--- src/rtl/spi_rx_fifo_buffer_if.sv ---
// Receive-side valid/ready handshake between the SPI receive buffer and its consumer.
interface spi_rx_fifo_buffer_if #(
  parameter int unsigned WIDTH = 8
);
  logic [WIDTH-1:0] RxData;
  logic             RxValid;
  logic             RxReady;

  modport master (output RxData, output RxValid, input RxReady);
  modport slave  (input RxData, input RxValid, output RxReady);
endinterface

--- src/rtl/spi_rx_fifo_buffer.sv ---
// SPI mode-0 slave receiver: oversampled pins, WIDTH-bit deserialiser, DEPTH-entry registered-output FIFO.
// Optional transmit path enabled by defining SPI_TX_EN.
module spi_rx_fifo_buffer #(
  parameter int unsigned WIDTH = 8,
  parameter int unsigned DEPTH = 4,
  parameter int unsigned SYNC  = 2
) (
  input  logic                     CLK,
  input  logic                     reset,
  input  logic                     IsInitialized,
  input  logic                     SCK,
  input  logic                     CS,
  input  logic                     DI,
  output logic                     DO,
  spi_rx_fifo_buffer_if.master     rx,
  output logic                     Changed,
  output logic                     Overflow,
  input  logic                     OverflowClr,
  output logic [$clog2(DEPTH):0]   Level,
  input  logic [WIDTH-1:0]         TxData,
  output logic                     TxAck
);

  localparam int unsigned PTR_W = $clog2(DEPTH);
  localparam int unsigned LVL_W = PTR_W + 1;
  localparam int unsigned CNT_W = $clog2(WIDTH);

  logic [SYNC-1:0]  sck_sync_q, sck_sync_d;
  logic [SYNC-1:0]  cs_sync_q, cs_sync_d;
  logic [SYNC-1:0]  di_sync_q, di_sync_d;
  logic             sck_prev_q, sck_prev_d;
  logic [CNT_W-1:0] bit_cnt_q, bit_cnt_d;
  logic [WIDTH-1:0] shift_q, shift_d;
  logic [WIDTH-1:0] mem_q [DEPTH];
  logic [WIDTH-1:0] mem_d [DEPTH];
  logic [PTR_W-1:0] wr_ptr_q, wr_ptr_d;
  logic [PTR_W-1:0] rd_ptr_q, rd_ptr_d;
  logic [LVL_W-1:0] level_q, level_d;
  logic [WIDTH-1:0] rx_data_q, rx_data_d;
  logic             rx_valid_q, rx_valid_d;
  logic             changed_q, changed_d;
  logic             overflow_q, overflow_d;

  logic             sck_s, cs_s, di_s;
  logic             sck_rise, rx_active;
  logic [WIDTH-1:0] word;
  logic             push, pop, full, push_acc, drop;

  assign sck_s     = sck_sync_q[SYNC-1];
  assign cs_s      = cs_sync_q[SYNC-1];
  assign di_s      = di_sync_q[SYNC-1];
  assign sck_rise  = sck_s & ~sck_prev_q;
  assign rx_active = IsInitialized & ~cs_s;
  assign word      = {shift_q[WIDTH-2:0], di_s};

  // Deserialiser: word completes on the WIDTH-th SCK rise and is pushed on that same edge
  always_comb begin
    sck_sync_d = {sck_sync_q[SYNC-2:0], SCK};
    cs_sync_d  = {cs_sync_q[SYNC-2:0], CS};
    di_sync_d  = {di_sync_q[SYNC-2:0], DI};
    sck_prev_d = sck_s;
    bit_cnt_d  = bit_cnt_q;
    shift_d    = shift_q;
    push       = 1'b0;
    if (!rx_active) begin
      bit_cnt_d = '0;
      shift_d   = '1;
    end else if (sck_rise) begin
      shift_d = word;
      if (bit_cnt_q == CNT_W'(WIDTH - 1)) begin
        push      = 1'b1;
        bit_cnt_d = '0;
      end else begin
        bit_cnt_d = bit_cnt_q + CNT_W'(1);
      end
    end
  end

  // FIFO; the output register reloads from the head one cycle after occupancy changes
  always_comb begin
    pop        = rx_valid_q & rx.RxReady;
    full       = (level_q == LVL_W'(DEPTH));
    push_acc   = push & (~full | pop);
    drop       = push & full & ~pop;
    mem_d      = mem_q;
    if (push_acc) begin
      mem_d[wr_ptr_q] = word;
    end
    wr_ptr_d   = wr_ptr_q + PTR_W'(push_acc);
    rd_ptr_d   = rd_ptr_q + PTR_W'(pop);
    level_d    = level_q + LVL_W'(push_acc) - LVL_W'(pop);
    rx_valid_d = ((level_q - LVL_W'(pop)) != '0);
    rx_data_d  = rx_valid_d ? mem_q[rd_ptr_d] : rx_data_q;
    changed_d  = push;
    overflow_d = overflow_q;
    if (drop) begin
      overflow_d = 1'b1;
    end else if (OverflowClr) begin
      overflow_d = 1'b0;
    end
  end

  always_ff @(posedge CLK) begin
    if (reset) begin
      sck_sync_q <= '0;
      cs_sync_q  <= '1;
      di_sync_q  <= '1;
      sck_prev_q <= 1'b0;
      bit_cnt_q  <= '0;
      shift_q    <= '1;
      for (int unsigned i = 0; i < DEPTH; i++) begin
        mem_q[i] <= '0;
      end
      wr_ptr_q   <= '0;
      rd_ptr_q   <= '0;
      level_q    <= '0;
      rx_data_q  <= '0;
      rx_valid_q <= 1'b0;
      changed_q  <= 1'b0;
      overflow_q <= 1'b0;
    end else begin
      sck_sync_q <= sck_sync_d;
      cs_sync_q  <= cs_sync_d;
      di_sync_q  <= di_sync_d;
      sck_prev_q <= sck_prev_d;
      bit_cnt_q  <= bit_cnt_d;
      shift_q    <= shift_d;
      mem_q      <= mem_d;
      wr_ptr_q   <= wr_ptr_d;
      rd_ptr_q   <= rd_ptr_d;
      level_q    <= level_d;
      rx_data_q  <= rx_data_d;
      rx_valid_q <= rx_valid_d;
      changed_q  <= changed_d;
      overflow_q <= overflow_d;
    end
  end

  assign rx.RxData  = rx_data_q;
  assign rx.RxValid = rx_valid_q;
  assign Changed    = changed_q;
  assign Overflow   = overflow_q;
  assign Level      = level_q;

`ifdef SPI_TX_EN
  logic             cs_prev_q, cs_prev_d;
  logic [WIDTH-1:0] tx_q, tx_d;
  logic             tx_ack_q, tx_ack_d;
  logic             tx_hold_q, tx_hold_d;
  logic             sck_fall, cs_fall;

  assign sck_fall = ~sck_s & sck_prev_q;
  assign cs_fall  = ~cs_s & cs_prev_q;

  // A reload at word completion already presents the new MSB, so the next SCK fall must not shift it out
  always_comb begin
    cs_prev_d = cs_s;
    tx_d      = tx_q;
    tx_ack_d  = 1'b0;
    tx_hold_d = tx_hold_q;
    if (cs_s) begin
      tx_d      = '1;
      tx_hold_d = 1'b0;
    end else if (cs_fall) begin
      tx_d      = TxData;
      tx_ack_d  = 1'b1;
      tx_hold_d = 1'b0;
    end else if (push) begin
      tx_d      = TxData;
      tx_ack_d  = 1'b1;
      tx_hold_d = 1'b1;
    end else if (sck_fall) begin
      if (tx_hold_q) begin
        tx_hold_d = 1'b0;
      end else begin
        tx_d = {tx_q[WIDTH-2:0], 1'b1};
      end
    end
  end

  always_ff @(posedge CLK) begin
    if (reset) begin
      cs_prev_q <= 1'b1;
      tx_q      <= '1;
      tx_ack_q  <= 1'b0;
      tx_hold_q <= 1'b0;
    end else begin
      cs_prev_q <= cs_prev_d;
      tx_q      <= tx_d;
      tx_ack_q  <= tx_ack_d;
      tx_hold_q <= tx_hold_d;
    end
  end

  assign DO    = tx_q[WIDTH-1];
  assign TxAck = tx_ack_q;
`else
  logic unused_tx_data;
  assign unused_tx_data = ^TxData;
  assign DO    = 1'b1;
  assign TxAck = 1'b0;
`endif

endmodule

--- src/flat_wrapper.sv ---
// flat-port wrapper written by rule: the top's interface ports become plain ports
module spi_rx_fifo_buffer_flat 
#(
  parameter int unsigned WIDTH = 8,
  parameter int unsigned DEPTH = 4,
  parameter int unsigned SYNC  = 2
)
  (CLK, reset, IsInitialized, SCK, CS, DI, DO, Changed, Overflow, OverflowClr, Level, TxData, TxAck, rx_RxData, rx_RxValid, rx_RxReady);
  spi_rx_fifo_buffer_if #(.WIDTH(WIDTH)) rx_i ();
  input  logic CLK;
  input  logic reset;
  input  logic IsInitialized;
  input  logic SCK;
  input  logic CS;
  input  logic DI;
  output logic DO;
  output logic Changed;
  output logic Overflow;
  input  logic OverflowClr;
  output logic [$clog2(DEPTH):0] Level;
  input  logic [WIDTH-1:0] TxData;
  output logic TxAck;
  output wire logic [$bits(rx_i.RxData)-1:0] rx_RxData;
  output wire logic [$bits(rx_i.RxValid)-1:0] rx_RxValid;
  input wire logic [$bits(rx_i.RxReady)-1:0] rx_RxReady;
  assign rx_RxData = rx_i.RxData;
  assign rx_RxValid = rx_i.RxValid;
  assign rx_i.RxReady = rx_RxReady;
  spi_rx_fifo_buffer #(.WIDTH(WIDTH), .DEPTH(DEPTH), .SYNC(SYNC)) u_core (.CLK(CLK), .reset(reset), .IsInitialized(IsInitialized), .SCK(SCK), .CS(CS), .DI(DI), .DO(DO), .rx(rx_i), .Changed(Changed), .Overflow(Overflow), .OverflowClr(OverflowClr), .Level(Level), .TxData(TxData), .TxAck(TxAck));
endmodule
--- config.mk ---
export PLATFORM = sky130hd
export DESIGN_NAME = spi_rx_fifo_buffer_flat
export DESIGN_NICKNAME = d
export VERILOG_FILES = /design/src/rtl/spi_rx_fifo_buffer_if.sv /design/src/rtl/spi_rx_fifo_buffer.sv /design/src/flat_wrapper.sv
export SDC_FILE = /design/constraint.sdc
export NUM_CORES = 1
export LEC_CHECK = 0
export ABC_AREA = 0
export BUFFER_PORTS_ARGS = -buffer_cell sky130_fd_sc_hd__clkbuf_2
export CAP_MARGIN = 20
export CORE_MARGIN = 1
export CORE_UTILIZATION = 55
export DETAILED_ROUTE_END_ITERATION = 16
export PLACE_DENSITY = 0.76
export SLEW_MARGIN = 10
export SYNTH_ARGS = -nofsm -noshare
export SYNTH_HDL_FRONTEND = slang
export SYNTH_SLANG_ARGS = --single-unit
--- constraint.sdc ---
create_clock -name CLK -period 2.75 [get_ports CLK]
set_input_delay 0.55 -clock CLK [delete_from_list [all_inputs] [get_ports CLK]]
set_output_delay 0.55 -clock CLK [all_outputs]
set_load 0.01 [all_outputs]
Yosys cells after proc, flatten, opt, wreduce, memory -nomap -nowiden

Cells that the tools add are included.

Register bits after elaboration: 67
Input port bits: 16
Output and inout bits: 16
Logic and storage cells: 58

$add $sub $neg: 6
Magnitude comparators: 3
Eq/ne operators: 2
Mux-type cells: 12
Bitwise operators: 14
Reductions and logical operators: 4

Operators by type and width:

| kind                                                                  | number |
|---|---|
| 32-bit bitwise mux                                                    | 1 |
| 8-bit 2-to-1 mux                                                      | 3 |
| 8-bit binary-select mux with 2-bit select                             | 1 |
| 8-bit demux with 2-bit select                                         | 1 |
| 1-bit AND                                                             | 6 |
| 3-bit equality test (second input constant)                           | 2 |
| 3-bit >= comparator (second input constant)                           | 2 |
| 2-bit NOT with 3-bit output                                           | 2 |
| 3-bit by 1-bit subtractor with 3-bit output                           | 2 |
| 1-bit 2-to-1 mux                                                      | 5 |
| 1-bit NOT                                                             | 5 |
| 2-bit by 1-bit adder with 2-bit output                                | 2 |
| 3-bit by 1-bit adder with 3-bit output                                | 1 |
| 3-bit by 1-bit adder with 3-bit output (second input constant)        | 1 |
| 3-bit by 1-bit < comparator with 1-bit output (second input constant) | 1 |
| 3-bit 2-to-1 mux                                                      | 1 |
| 3-bit nonzero test                                                    | 1 |
| 2-bit nonzero test                                                    | 1 |
| 2-bit OR reduction                                                    | 1 |
| 1-bit logical AND                                                     | 1 |
| 1-bit bitwise OR                                                      | 1 |

Logic depth before layout (Yosys ltp)

Word-level depth: 7
Gate-level depth with buffers: 10
Gate-level depth less buffers: 10

Worst setup path before layout

OpenSTA, ideal clock, no wires.

Path type: input to register
From: input rx_RxReady
To: register u_core.level_q[2] (netlist: u_core.Level[2])
Library setup time: 0.125 ns
Arrival: 1.955 ns
Required time: 2.625 ns
Slack: 0.670 ns
Stages: 9
Path buffers: 0
Path through: and2_2 -> ha_1 -> inv_1 -> ha_1 -> inv_1 -> fa_1 -> xnor2_1 -> xnor2_1 -> nor2_1

Word-level cells in the longest chain between the ends: 5

Ends and longest elaborated chain:

| element                                       | line                      | source |
|---|---|---|
| start: declaration                            | flat_wrapper.sv:25        | `input wire logic [$bits(rx_i.RxReady)-1:0] rx_RxReady;` |
| 1-bit AND *                                   | spi_rx_fifo_buffer.sv:81  | `pop = rx_valid_q & rx.RxReady;` |
| 1-bit bitwise OR                              | spi_rx_fifo_buffer.sv:83  | `push_acc = push & (~full \| pop);` |
| 1-bit AND                                     | spi_rx_fifo_buffer.sv:83  |  |
| 3-bit by 1-bit adder with 3-bit output        | spi_rx_fifo_buffer.sv:91  | `level_d = level_q + LVL_W'(push_acc) - LVL_W'(pop);` |
| 3-bit by 1-bit subtractor with 3-bit output * | spi_rx_fifo_buffer.sv:91  |  |
| end signal: assignment                        | spi_rx_fifo_buffer.sv:131 | `level_q <= level_d;` |
| end: declaration                              | spi_rx_fifo_buffer.sv:38  | `logic [LVL_W-1:0] level_q, level_d;` |

Mark *: on every way between the ends. The rest lies on a longest branch, timed or not.
A chain may end at the register's enable or synchronous reset.

Worst setup path after layout

From: register u_core.bit_cnt_q[0]
To: register u_core.level_q[2] (netlist: u_core.Level[2])

Word-level cells in the longest chain between the ends: 7

Ends and longest elaborated chain:

| element                                     | line                      | source |
|---|---|---|
| start: declaration                          | spi_rx_fifo_buffer.sv:32  | `logic [CNT_W-1:0] bit_cnt_q, bit_cnt_d;` |
| start signal: assignment                    | spi_rx_fifo_buffer.sv:126 | `bit_cnt_q <= bit_cnt_d;` |
| 3-bit equality test                         | spi_rx_fifo_buffer.sv:70  | `if (bit_cnt_q == CNT_W'(WIDTH - 1)) begin` |
| 1-bit 2-to-1 mux                            | spi_rx_fifo_buffer.sv:70  |  |
| 1-bit 2-to-1 mux                            | spi_rx_fifo_buffer.sv:68  | `end else if (sck_rise) begin` |
| 1-bit 2-to-1 mux                            | spi_rx_fifo_buffer.sv:65  | `if (!rx_active) begin` |
| 1-bit AND                                   | spi_rx_fifo_buffer.sv:83  |  |
| 3-bit by 1-bit adder with 3-bit output      | spi_rx_fifo_buffer.sv:91  |  |
| 3-bit by 1-bit subtractor with 3-bit output | spi_rx_fifo_buffer.sv:91  |  |

No other way between the ends.

==> impl_metrics.env <==
export IMPL_final_setup_tns_ns=0
export IMPL_period_minus_slack_ns=2.22
export IMPL_fin_area_um2=3270
export IMPL_r2r_setup_slack_ns=0.53
export IMPL_clk_latency_ns=0.33
export IMPL_outcome="completed"
export IMPL_tritoncts_num_buffers=9
export IMPL_die_x_um=74.4
export IMPL_grt_pass1_vias=1689
export IMPL_synth_area_um2=2890
export IMPL_antenna_cells=0
export IMPL_synth_seq_area_share=0.465
export IMPL_async_reset_ff_frac=0
export IMPL_grt_pass1_wl_mm=8.02
export IMPL_cts_resized=0
export IMPL_fmax_mhz=450
export IMPL_final_nets=304
export IMPL_core_um2=4880
export IMPL_ys_warn_count=0
export IMPL_worst_slew_pin_slew_ns=0.700
export IMPL_htreeDepth=3
export IMPL_hold_viol=0
export IMPL_fin_cells=351
export IMPL_dpl_instance_area_um2=3030
export IMPL_cts_hold_buffers=0
export IMPL_antenna_found_initial=0
export IMPL_pin_count=32
export IMPL_num_vias=1802
export IMPL_crit_fanout=4
export IMPL_path_class="reg -> reg"
export IMPL_p_leak_nw=1.46
export IMPL_grt_usage=0.198
export IMPL_syn2layout_area_growth_pct=13.2
export IMPL_synth_net_count=283
export IMPL_hp_class="in -> reg"
export IMPL_postRouteAntennaNets=0
export IMPL_routed_wl_mm=4.81
export IMPL_cts_tree="built"
export IMPL_post_cts_buffers=0
export IMPL_viasPerCell=5.13
export IMPL_synth_edf_count=0
export IMPL_layout_drive_gt1_share=0.222
export IMPL_fin_util=0.669
export IMPL_start_util=0.591
export IMPL_clock_skew_final_ns=0.00726
export IMPL_dp_hpwl_mm=3.23
export IMPL_required_ns=2.97
export IMPL_synth_area_leaders="dfxtp_1 46%, mux2i_1 11%, nand2b_1 9.1%, mux4_2 6.2%, ha_1 3.5%"
export IMPL_start_kind="register"
export IMPL_mostFrequentLayoutCell="dfxtp_1"
export IMPL_slew_violations=0
export IMPL_postSynthCellCount=258
export IMPL_cts_sinks=67
export IMPL_synth_area_leader_cell="dfxtp_1"
export IMPL_io_buffers=21
export IMPL_fp_row_count=25
export IMPL_routabilityCongestion=0.733
export IMPL_first_pass_iters=4
export IMPL_dp_cells=335
export IMPL_fin_crit_sh=0.807
export IMPL_grt_max_degree=47
export IMPL_layout_common_cells="67 x dfxtp_1, 42 x nand2b_1, 33 x mux2i_1"
export IMPL_worstSetupEndpointType="register"
export IMPL_cts_root_buf="clkbuf_8"
export IMPL_setup_violations=0
export IMPL_synth_cell_types=33
export IMPL_ys_ff_latch=67
export IMPL_dieArea_um2=5540
export IMPL_drc=0
export IMPL_drt_iter0_drc=74
export IMPL_synthFlopType="dfxtp_1"
export IMPL_post_synth_cell_area_avg_um2=11.2
export IMPL_relSlewSlack=0.532
export IMPL_wl_per_cell_um=13.7
export IMPL_clk_pin_slew_worst_paths_ns=0.07
export IMPL_powerDensity_nw_per_um2=722
export IMPL_cp_arrival_ns=2.44
export IMPL_holdWs_ns=0.397
export IMPL_vdd_drop_max_mv=0.444
export IMPL_rsz0062_at_grt="no"
export IMPL_drv_cap=0
export IMPL_grt_overflow=0
export IMPL_yosysTopAreaCellShare=0.465
export IMPL_cts_buffer_depth=2
export IMPL_die_height_um=74.4
-- worst paths after layout --
path,from,cells after the start,to
max,u_core.bit_cnt_q[0]$_SDFFE_PP0N_,10,u_core.Level[2]$_SDFF_PP0_
min,DI,2,u_core.di_sync_q[0]$_SDFF_PP1_
max reg2reg,u_core.bit_cnt_q[0]$_SDFFE_PP0N_,10,u_core.Level[2]$_SDFF_PP0_
min reg2reg,u_core.cs_sync_q[0]$_SDFF_PP1_,1,u_core.cs_sync_q[1]$_SDFF_PP1_
-- kinds of logic after synthesis --
logic type / share of synthesized area
fa+ha+maj: 0.0416
buf+inv: 0.0308
compound gates: 0.0668
flops: 0.465
mux: 0.177
other cells: 0.00260
simple gates: 0.199
xor+xnor: 0.0178
-- through the flow --
step	power, mW	worst slack (ns)
floorplan	1.33	0.670
global placement	1.41	0.417
detailed placement	1.42	0.368
CTS	2.39	0.505
global route	2.46	0.325
finish	2.36	0.530
-- flip-flops by register name, indices dropped and copies added (netlist names), 2 cells and up --
signal and cells:
u_core.mem_q 32, u_core.rx.RxData 8, u_core.shift_q 7, u_core.Level 3
u_core.bit_cnt_q 3, u_core.cs_sync_q 2, u_core.di_sync_q 2, u_core.rd_ptr_q 2
u_core.sck_sync_q 2, u_core.wr_ptr_q 2
-- metal layers --
layer	up-vias	wire length [µm]	track usage
met4	0	48	0.0943
met3	4	124	0.0447
li1	923	-	-
met2	25	2190	0.310
met1	850	2440	0.260
met5	-	0	0
-- area by class of cell --
cell class,instances,area (µm²)
fill,393,1610
multi-input combinational,172,1460
sequential,67,1340
timing repair buffer,24,128
clock buffer,9,124
clock inverter,7,116
tap,67,83.8
inverter,5,18.8
-- synth_stat cells (3+ instances only) --
cell type and n:
nand2b_1 42, dfxtp_1 67, clkbuf_1 9, o211ai_4 3, inv_1 5, xnor2_1 4
or2_2 4, nor2_1 10, mux2i_1 33, nor2b_1 7, a22o_1 9, nand3_1 7
nand2_1 17, ha_1 8, mux4_2 8
-- worst max-delay path, stage by stage, from the launching register on --
cell	delay, ns
dfxtp_1	0.35
ha_1	0.15
ha_1	0.21
nand3b_1	0.11
nor3_1	0.29
ha_1	0.22
inv_1	0.05
fa_1	0.37
xnor2_1	0.18
xnor2_1	0.13
nor2_1	0.05
-- power breakdown --
part | switching (mW) | leakage, nW | internal (mW)
clock | 0.371 | 0.119 | 0.600
sequential | 0.0246 | 0.542 | 0.999
combinational | 0.211 | 0.797 | 0.154
total | 0.607 | 1.46 | 1.75
(Power assumes the default switching activity.)
